**src/rtl/spmm_job_sequencer.sv**
```systemverilog
// Job-level control FSM for the N-PE SpMM datapath: RHS load, LHS launch,
// PE row sequencing with result capture, and blockwise output streaming.
module spmm_job_sequencer #(
  parameter int N        = 16,
  parameter int PE_DELAY = 2
) (
  input  logic                     clock,
  input  logic                     reset,
  input  logic                     abort,
  output logic                     rhs_ready,
  input  logic                     rhs_start,
  output logic                     lhs_ready_ns,
  output logic                     lhs_ready_ws,
  input  logic                     lhs_start,
  input  logic                     lhs_ws,
  output logic                     out_ready,
  input  logic                     out_start,
  output logic                     rhs_wr_en,
  output logic [$clog2(N/4)-1:0]   rhs_wr_blk,
  output logic                     pe_start,
  output logic [$clog2(N)-1:0]     pe_row,
  output logic                     cap_en,
  output logic [$clog2(N)-1:0]     cap_row,
  output logic [$clog2(N/4)-1:0]   out_blk,
  output logic                     busy,
  output logic                     done
);

  localparam int BW = $clog2(N/4);
  localparam int RW = $clog2(N);
  localparam int CW = $clog2(N + PE_DELAY);

  localparam logic [BW-1:0] LAST_BLK = BW'(N/4 - 1);
  localparam logic [CW-1:0] LAST_CNT = CW'(N + PE_DELAY - 1);
  localparam logic [CW-1:0] PD_CNT   = CW'(PE_DELAY);
  localparam logic [CW-1:0] N_CNT    = CW'(N);

  typedef enum logic [2:0] {
    IDLE,
    LOAD_RHS,
    WAIT_LHS,
    PROCESS,
    OUTPUT
  } state_t;

  state_t          state, state_n;
  logic            rhs_loaded, rhs_loaded_n;
  logic [BW-1:0]   rhs_blk, rhs_blk_n;
  logic [CW-1:0]   proc_cnt, proc_cnt_n;
  logic [BW-1:0]   out_blk_n;

  always_ff @(posedge clock or posedge reset) begin
    if (reset) begin
      state      <= IDLE;
      rhs_loaded <= 1'b0;
      rhs_blk    <= '0;
      proc_cnt   <= '0;
      out_blk    <= '0;
    end else begin
      state      <= state_n;
      rhs_loaded <= rhs_loaded_n;
      rhs_blk    <= rhs_blk_n;
      proc_cnt   <= proc_cnt_n;
      out_blk    <= out_blk_n;
    end
  end

  always_comb begin
    state_n      = state;
    rhs_loaded_n = rhs_loaded;
    rhs_blk_n    = rhs_blk;
    proc_cnt_n   = proc_cnt;
    out_blk_n    = out_blk;
    rhs_ready    = 1'b0;
    lhs_ready_ns = 1'b0;
    lhs_ready_ws = 1'b0;
    out_ready    = 1'b0;
    rhs_wr_en    = 1'b0;
    pe_start     = 1'b0;
    cap_en       = 1'b0;
    done         = 1'b0;

    case (state)
      IDLE: begin
        rhs_ready    = 1'b1;
        lhs_ready_ws = rhs_loaded;
        // A fresh RHS beat takes priority over a warm-start LHS in the same cycle
        if (!abort && rhs_start) begin
          rhs_wr_en    = 1'b1;
          rhs_loaded_n = 1'b0;
          rhs_blk_n    = BW'(1);
          state_n      = LOAD_RHS;
        end else if (!abort && lhs_start && lhs_ws && rhs_loaded) begin
          pe_start   = 1'b1;
          proc_cnt_n = '0;
          state_n    = PROCESS;
        end
      end
      LOAD_RHS: begin
        rhs_ready = 1'b1;
        if (!abort && rhs_start) begin
          rhs_wr_en = 1'b1;
          if (rhs_blk == LAST_BLK) begin
            rhs_loaded_n = 1'b1;
            rhs_blk_n    = '0;
            state_n      = WAIT_LHS;
          end else begin
            rhs_blk_n = rhs_blk + BW'(1);
          end
        end
      end
      WAIT_LHS: begin
        lhs_ready_ns = 1'b1;
        if (!abort && lhs_start) begin
          pe_start   = 1'b1;
          proc_cnt_n = '0;
          state_n    = PROCESS;
        end
      end
      PROCESS: begin
        cap_en = !abort && (proc_cnt >= PD_CNT);
        if (proc_cnt == LAST_CNT) begin
          proc_cnt_n = '0;
          out_blk_n  = '0;
          state_n    = OUTPUT;
        end else begin
          proc_cnt_n = proc_cnt + CW'(1);
        end
      end
      OUTPUT: begin
        out_ready = 1'b1;
        if (!abort && out_start) begin
          if (out_blk == LAST_BLK) begin
            done      = 1'b1;
            out_blk_n = '0;
            state_n   = IDLE;
          end else begin
            out_blk_n = out_blk + BW'(1);
          end
        end
      end
      default: state_n = IDLE;
    endcase

    // Abort keeps a completed RHS load resident, but not a partial one
    if (abort) begin
      state_n    = IDLE;
      rhs_blk_n  = '0;
      proc_cnt_n = '0;
      out_blk_n  = '0;
      if (state == LOAD_RHS) rhs_loaded_n = 1'b0;
    end
  end

  always_comb begin
    pe_row  = (proc_cnt < N_CNT) ? RW'(proc_cnt) : RW'(N - 1);
    cap_row = cap_en ? RW'(proc_cnt - PD_CNT) : '0;
  end

  assign rhs_wr_blk = rhs_blk;
  assign busy       = (state != IDLE);

endmodule

```
**config.mk**
```make
export PLATFORM = sky130hd
export DESIGN_NAME = spmm_job_sequencer
export DESIGN_NICKNAME = d
export VERILOG_FILES = /design/src/rtl/spmm_job_sequencer.sv
export SDC_FILE = /design/constraint.sdc
export NUM_CORES = 1
export LEC_CHECK = 0
export ABC_CLOCK_PERIOD_IN_PS = 5400
export BUFFER_PORTS_ARGS = -buffer_cell sky130_fd_sc_hd__buf_2
export CAP_MARGIN = 20
export CORE_MARGIN = 5
export CORE_UTILIZATION = 55
export CTS_CLUSTER_SIZE = 40
export DETAILED_ROUTE_END_ITERATION = 12
export PLACE_DENSITY = 0.84
export SYNTH_ARGS = -nofsm -noshare
export SYNTH_HDL_FRONTEND = slang
export SYNTH_SLANG_ARGS = --single-unit
export TNS_END_PERCENT = 20
```
**constraint.sdc**
```tcl
create_clock -name clock -period 5.4 [get_ports clock]
set_clock_uncertainty 0.15 [all_clocks]
set_input_delay 0.27 -clock clock [delete_from_list [all_inputs] [get_ports clock]]
set_output_delay 0.27 -clock clock [all_outputs]
set_load 0.01 [all_outputs]
```
# == Yosys cells after proc, flatten, opt, wreduce, memory -nomap -nowiden ==
# Cells that the tools add are included.
# op_classes
reduce_logical,17
n_eq_ne,17
magnitude_cmp,2
add_sub_neg,4
mux,48
# op_table
cell,count
$mux 3,9
$ne 3x3->1 const B,9
$mux 5,5
$mux 1,18
$mux 2,8
$pmux 3 s5,1
$pmux 5 s3,1
$reduce_bool 3->1,3
$mux 4,2
$pmux 2 s2,2
$reduce_and 7->1,1
$eq 3x2->1 const B,2
$logic_and 1x1->1,6
$reduce_and 3->1,2
$add 5x1->5 const B,1
$eq 5x5->1 const B,1
$ge 5x2->1 const B,1
$lt 5x5->1 const B,1
$add 2x1->2 const B,2
$eq 2x2->1 const B,2
$ne 4x4->1 const B,1
$pmux 1 s2,2
$reduce_and 4->1,1
$reduce_bool 4->1,1
6 further kinds,6
# totals
out_inout_bits,21
input_bits,7
reg_bits,13
elab_cells,93

# == Longest topological paths before layout ==
# depth
depth_word,8
depth_mapped,6
depth_no_buf,6

# == Worst setup path after synthesis ==
# No wires, ideal clock.
# synth_path
path_kind,register to register
start,register proc_cnt[1]
end,register out_blk[0]
required_ns,5.132
path_slack_ns,3.697
t_arrival_ns,1.435
synth_period_minus_slack_ns,1.703
setup_time_ns,0.118
path_buffers,0
path_stages_with_launch,7
path_cell_list,dfrtp_1 > inv_1 > ha_1 > and4bb_2 > a221oi_2 > nor4_1 > a21o_1
# synth_between
elab_chain_len,3
# synth_rtl
item,line,source
"start, declared",49,"logic [CW-1:0] proc_cnt, proc_cnt_n;"
"start signal, assigned",63,proc_cnt <= proc_cnt_n;
$eq 5x5->1,122,if (proc_cnt == LAST_CNT) begin
$ne 3x3->1 (no source line),-,
$reduce_and 3->1 (no source line),-,
"end signal, assigned",64,out_blk <= out_blk_n;
"end, declared",24,"output logic [$clog2(N/4)-1:0] out_blk,"
# Every way passes these cells.
# A chain may end at the register's enable or synchronous reset.

# == Final worst setup path ==
# layout_path
start,register state[0]
end,output port cap_row[3]
# layout_between
elab_chain_len,3
# layout_rtl
item,line,source
"start, declared",46,"state_t state, state_n;"
"start signal, assigned",60,state <= state_n;
$eq 3x2->1,83,case (state)
$mux 1,83,
$mux 4,157,cap_row = cap_en ? RW'(proc_cnt - PD_CNT) : '0;
"end, declared",23,"output logic [$clog2(N)-1:0] cap_row,"
# Every way passes these cells.

==> metrics.log <==
INFO  metric worstReg2RegStart = proc_cnt[1]
INFO  metric tmin_final = roughly 2.2 ns
INFO  metric numClockSinks = 13
INFO  metric vias = 973
INFO  metric grtUsageMet3 = under 10%
INFO  metric detail_route.wirelength = approximately 2.3 mm
INFO  metric final_max_slew_viol_count = 0
INFO  metric final_area = between 1000 and 1500 sq um
INFO  metric leakagePower = roughly 0.64 nW
INFO  metric peakVddDrop = 261 uV
INFO  metric grt_max_degree = 17
INFO  metric grt-ovfl-total = 0
INFO  metric placement.io_buffers = 27
INFO  metric post_syn_instances = 119
INFO  metric fp.dieArea = approximately 2700 sq um
INFO  metric critical_path.reg2reg.endpoint = out_blk[0]
INFO  metric fraction_of_layout_instances_using_a_drive_strength_above_1 = around a quarter
INFO  metric synth.lib_cells_used.distinct = 36
INFO  metric clock-root-buffer = sky130_fd_sc_hd__clkbuf_4
INFO  metric finalHoldViolCount = 0
INFO  metric hpwlAfterDp = ~1.8 mm
INFO  metric finalSetupViolCount = 0
INFO  metric netlist_area = slightly below 1000 sq um
INFO  metric critical_path.startpoint_type = register
INFO  metric mappedNetlistNets = between 100 and 150
INFO  metric fin_worst_hold_slack = about 0.16 ns
INFO  metric synth_warnings = 0
INFO  metric cts_post_setup_buffers_inserted = 0
INFO  metric p_per_area = ~300 nW/um^2
INFO  metric async_flop_share = 100%
INFO  metric critPathRequiredTime = 4.98 ns
INFO  metric clkLatencyLatePin = 0.28 ns
INFO  metric initial_utilization = 57.3%
INFO  metric slew_headroom = between 60% and 70%
INFO  metric place_area = roughly 1100 sq um
INFO  metric holdCritStartpoint = abort
INFO  metric met2_usage = roughly 33%
INFO  metric finalNetCount = 161
INFO  metric setup_total_negative_slack = 0 ns
INFO  metric tritoncts = yes
INFO  metric drcViolationCount = 0
INFO  metric r2r_slack = around 3.5 ns
INFO  metric finalPower = between 0.3 and 0.4 mW
INFO  metric synth-seq-cells = 13
INFO  metric synthFlopType = sky130_fd_sc_hd__dfrtp_1
INFO  metric crit_end_category = output port
INFO  metric area_delta_synth_final = 17.1%
INFO  metric ff2ff_path_depth = 6
INFO  metric floorplan.io_pins = 28
INFO  metric path_clk_slew = ~0.09 ns
INFO  metric path_class = register to output port
INFO  metric grt_setup_unrepaired = no
INFO  metric global_route.usage.met1 = a little under a quarter
INFO  metric die_x = between 50 and 60 um
INFO  metric first_iter_violations = 26
INFO  metric grtUsageTotal = 19.5%
INFO  metric busiest_layer = met2
INFO  metric postSynthAreaPerCell = a little over 8 sq um
INFO  metric worst-path-max-fanout = 16
INFO  metric placementRows = 15
INFO  metric vias_in_the_first_global_route = 959
INFO  metric min_path_type = input pin to register
INFO  metric cap_viol_max_count = 0
INFO  metric fmax = 0.458 GHz
INFO  metric min_to = rhs_wr_blk[1]
INFO  metric util_after_layout = between 60% and 70%
INFO  metric synth_enable_flop_cells = 0
INFO  metric cts_made_buffers = 3
INFO  metric avgViaCountPerCell = 5.69
INFO  metric grt_first_pass_wirelength = slightly above 4 mm
INFO  metric weighted_congestion_reported_at_the_end_of_routability_driven_placement = about 0.8
INFO  metric design.core.area = approximately 1700 sq um
INFO  metric number_of_iterations_in_the_first_detailed_routing_pass = 4
INFO  metric final_min_period_over_clock_period = 40.4%
INFO  metric antenna_cells_inserted = 0
INFO  metric dieHeight = 52.4 um
INFO  metric clock_h_tree_levels = 1
INFO  metric status = finished clean
INFO  metric postRouteAntennaNets = 0
INFO  metric number_of_stages_on_the_worst_hold_path = 2
INFO  metric clock_path_buffers = 2
INFO  metric routed_wire_length_per_instance = 13.4 um
INFO  metric worst_pin_slew = slightly below 0.5 ns
INFO  metric synth_seq_area_share = about a third
INFO  metric arrival_time_of_the_worst_setup_path = between 1.5 and 2 ns
INFO  metric antenna_violations_before_repair = 0
## cell usage after synthesis (all sizes together), types with 2 or more instances
| cell | instances | area [sq um] |
|---|---|---|
| nand4 | 2 | 12.5 |
| nand2 | 14 | 52.6 |
| nor3 | 7 | 35.0 |
| a21o | 2 | 16.3 |
| dfrtp | 13 | 325 |
| inv | 11 | 41.3 |
| a21oi | 5 | 25.0 |
| o21ai | 6 | 30.0 |
| nor2 | 13 | 48.8 |
| ha | 7 | 87.6 |
| nand3 | 9 | 45.0 |
| nand4bb | 2 | 22.5 |
| mux2 | 2 | 22.5 |
| a22oi | 2 | 15.0 |
| buf | 5 | 33.8 |
| or3 | 2 | 12.5 |
## power breakdown
group | switching (mW) | internal [mW]
Clock | 0.0341 | 0.0286
Combinational | 0.0839 | 0.0642
Sequential | 0.0355 | 0.111
Total | 0.153 | 0.204
## area by class of cell
type | instances | area [sq um]
well taps | 25 | 31.3
repair buffers | 28 | 145
clock buffers | 4 | 26.3
multi-input cells | 90 | 589
fillers | 149 | 568
flip-flops and latches | 13 | 325
inverters | 11 | 41.3
## critical path: stages (launching register included)
cell and delay, ns:
sky130_fd_sc_hd__dfrtp_1 0.62, sky130_fd_sc_hd__nand4bb_1 0.31, sky130_fd_sc_hd__a31o_2 0.33, sky130_fd_sc_hd__nor2_1 0.09, sky130_fd_sc_hd__buf_2 0.13
## cell families (layout without fill, tap and decap cells)
kind of cell | after synthesis | after routing | share of synthesized area (%)
AND/OR/NAND/NOR | 58 | 58 | 32.0
buffers and inverters | 16 | 43 | 7.59
AO/OA/AOI/OAI | 21 | 21 | 14.5
XOR/XNOR | 1 | 1 | 0.885
multiplexers | 3 | 3 | 3.29
adder cells (fa/ha/maj) | 7 | 7 | 8.85
flip-flops | 13 | 13 | 32.9
## cell usage in the layout (no fill, tap or decap), drive strengths merged, types with 2 or more instances in the layout
cell type	synthesis	routed
clkbuf	0	4
inv	11	11
a21oi	5	5
o21ai	6	6
nand3	9	9
dfrtp	13	13
mux2	2	2
a22oi	2	2
a21o	2	2
nand4	2	2
nand2	14	14
buf	5	27
nand4bb	2	2
ha	7	7
or3	2	2
nor3	7	7
nor2	13	13
## per-layer routing
metal | share of wire [%] | wire length, um
met1 | 43 | 986
met2 | 50 | 1150
met3 | 6.8 | 155
met4 | 0.39 | 9
met5 | 0 | 0
## sequential cells by signal (all words and copies together), names as in the netlist
name        flops
out_blk         2
rhs_loaded      1
state           3
proc_cnt        5
rhs_wr_blk      2
## per-stage QoR
step | worst slack, ns | std cells
floorplan | 3.70 | 119
global placement | 3.58 | 166
detailed placement | 3.51 | 166
CTS | 3.24 | 171
global route | 3.03 | 171
finish | 3.22 | 171
## worst max path at each step
stage,from,slack (ns),to,cells after the start
floorplan,proc_cnt[1],3.70,out_blk[0],6
global placement,state[0],3.58,proc_cnt[0],4
detailed placement,proc_cnt[1],3.51,out_blk[0],6
global route,state[0],3.03,cap_row[1],4
finish,state[0],3.22,cap_row[3],4
CTS,state[0],3.24,cap_row[3],4
## what timing repair did
action,4_1_cts,5_1_grt
hold buffers,1,0
gates resized for setup,0,0
hold endpoints to repair,13,0
(Power assumes the default switching activity.)
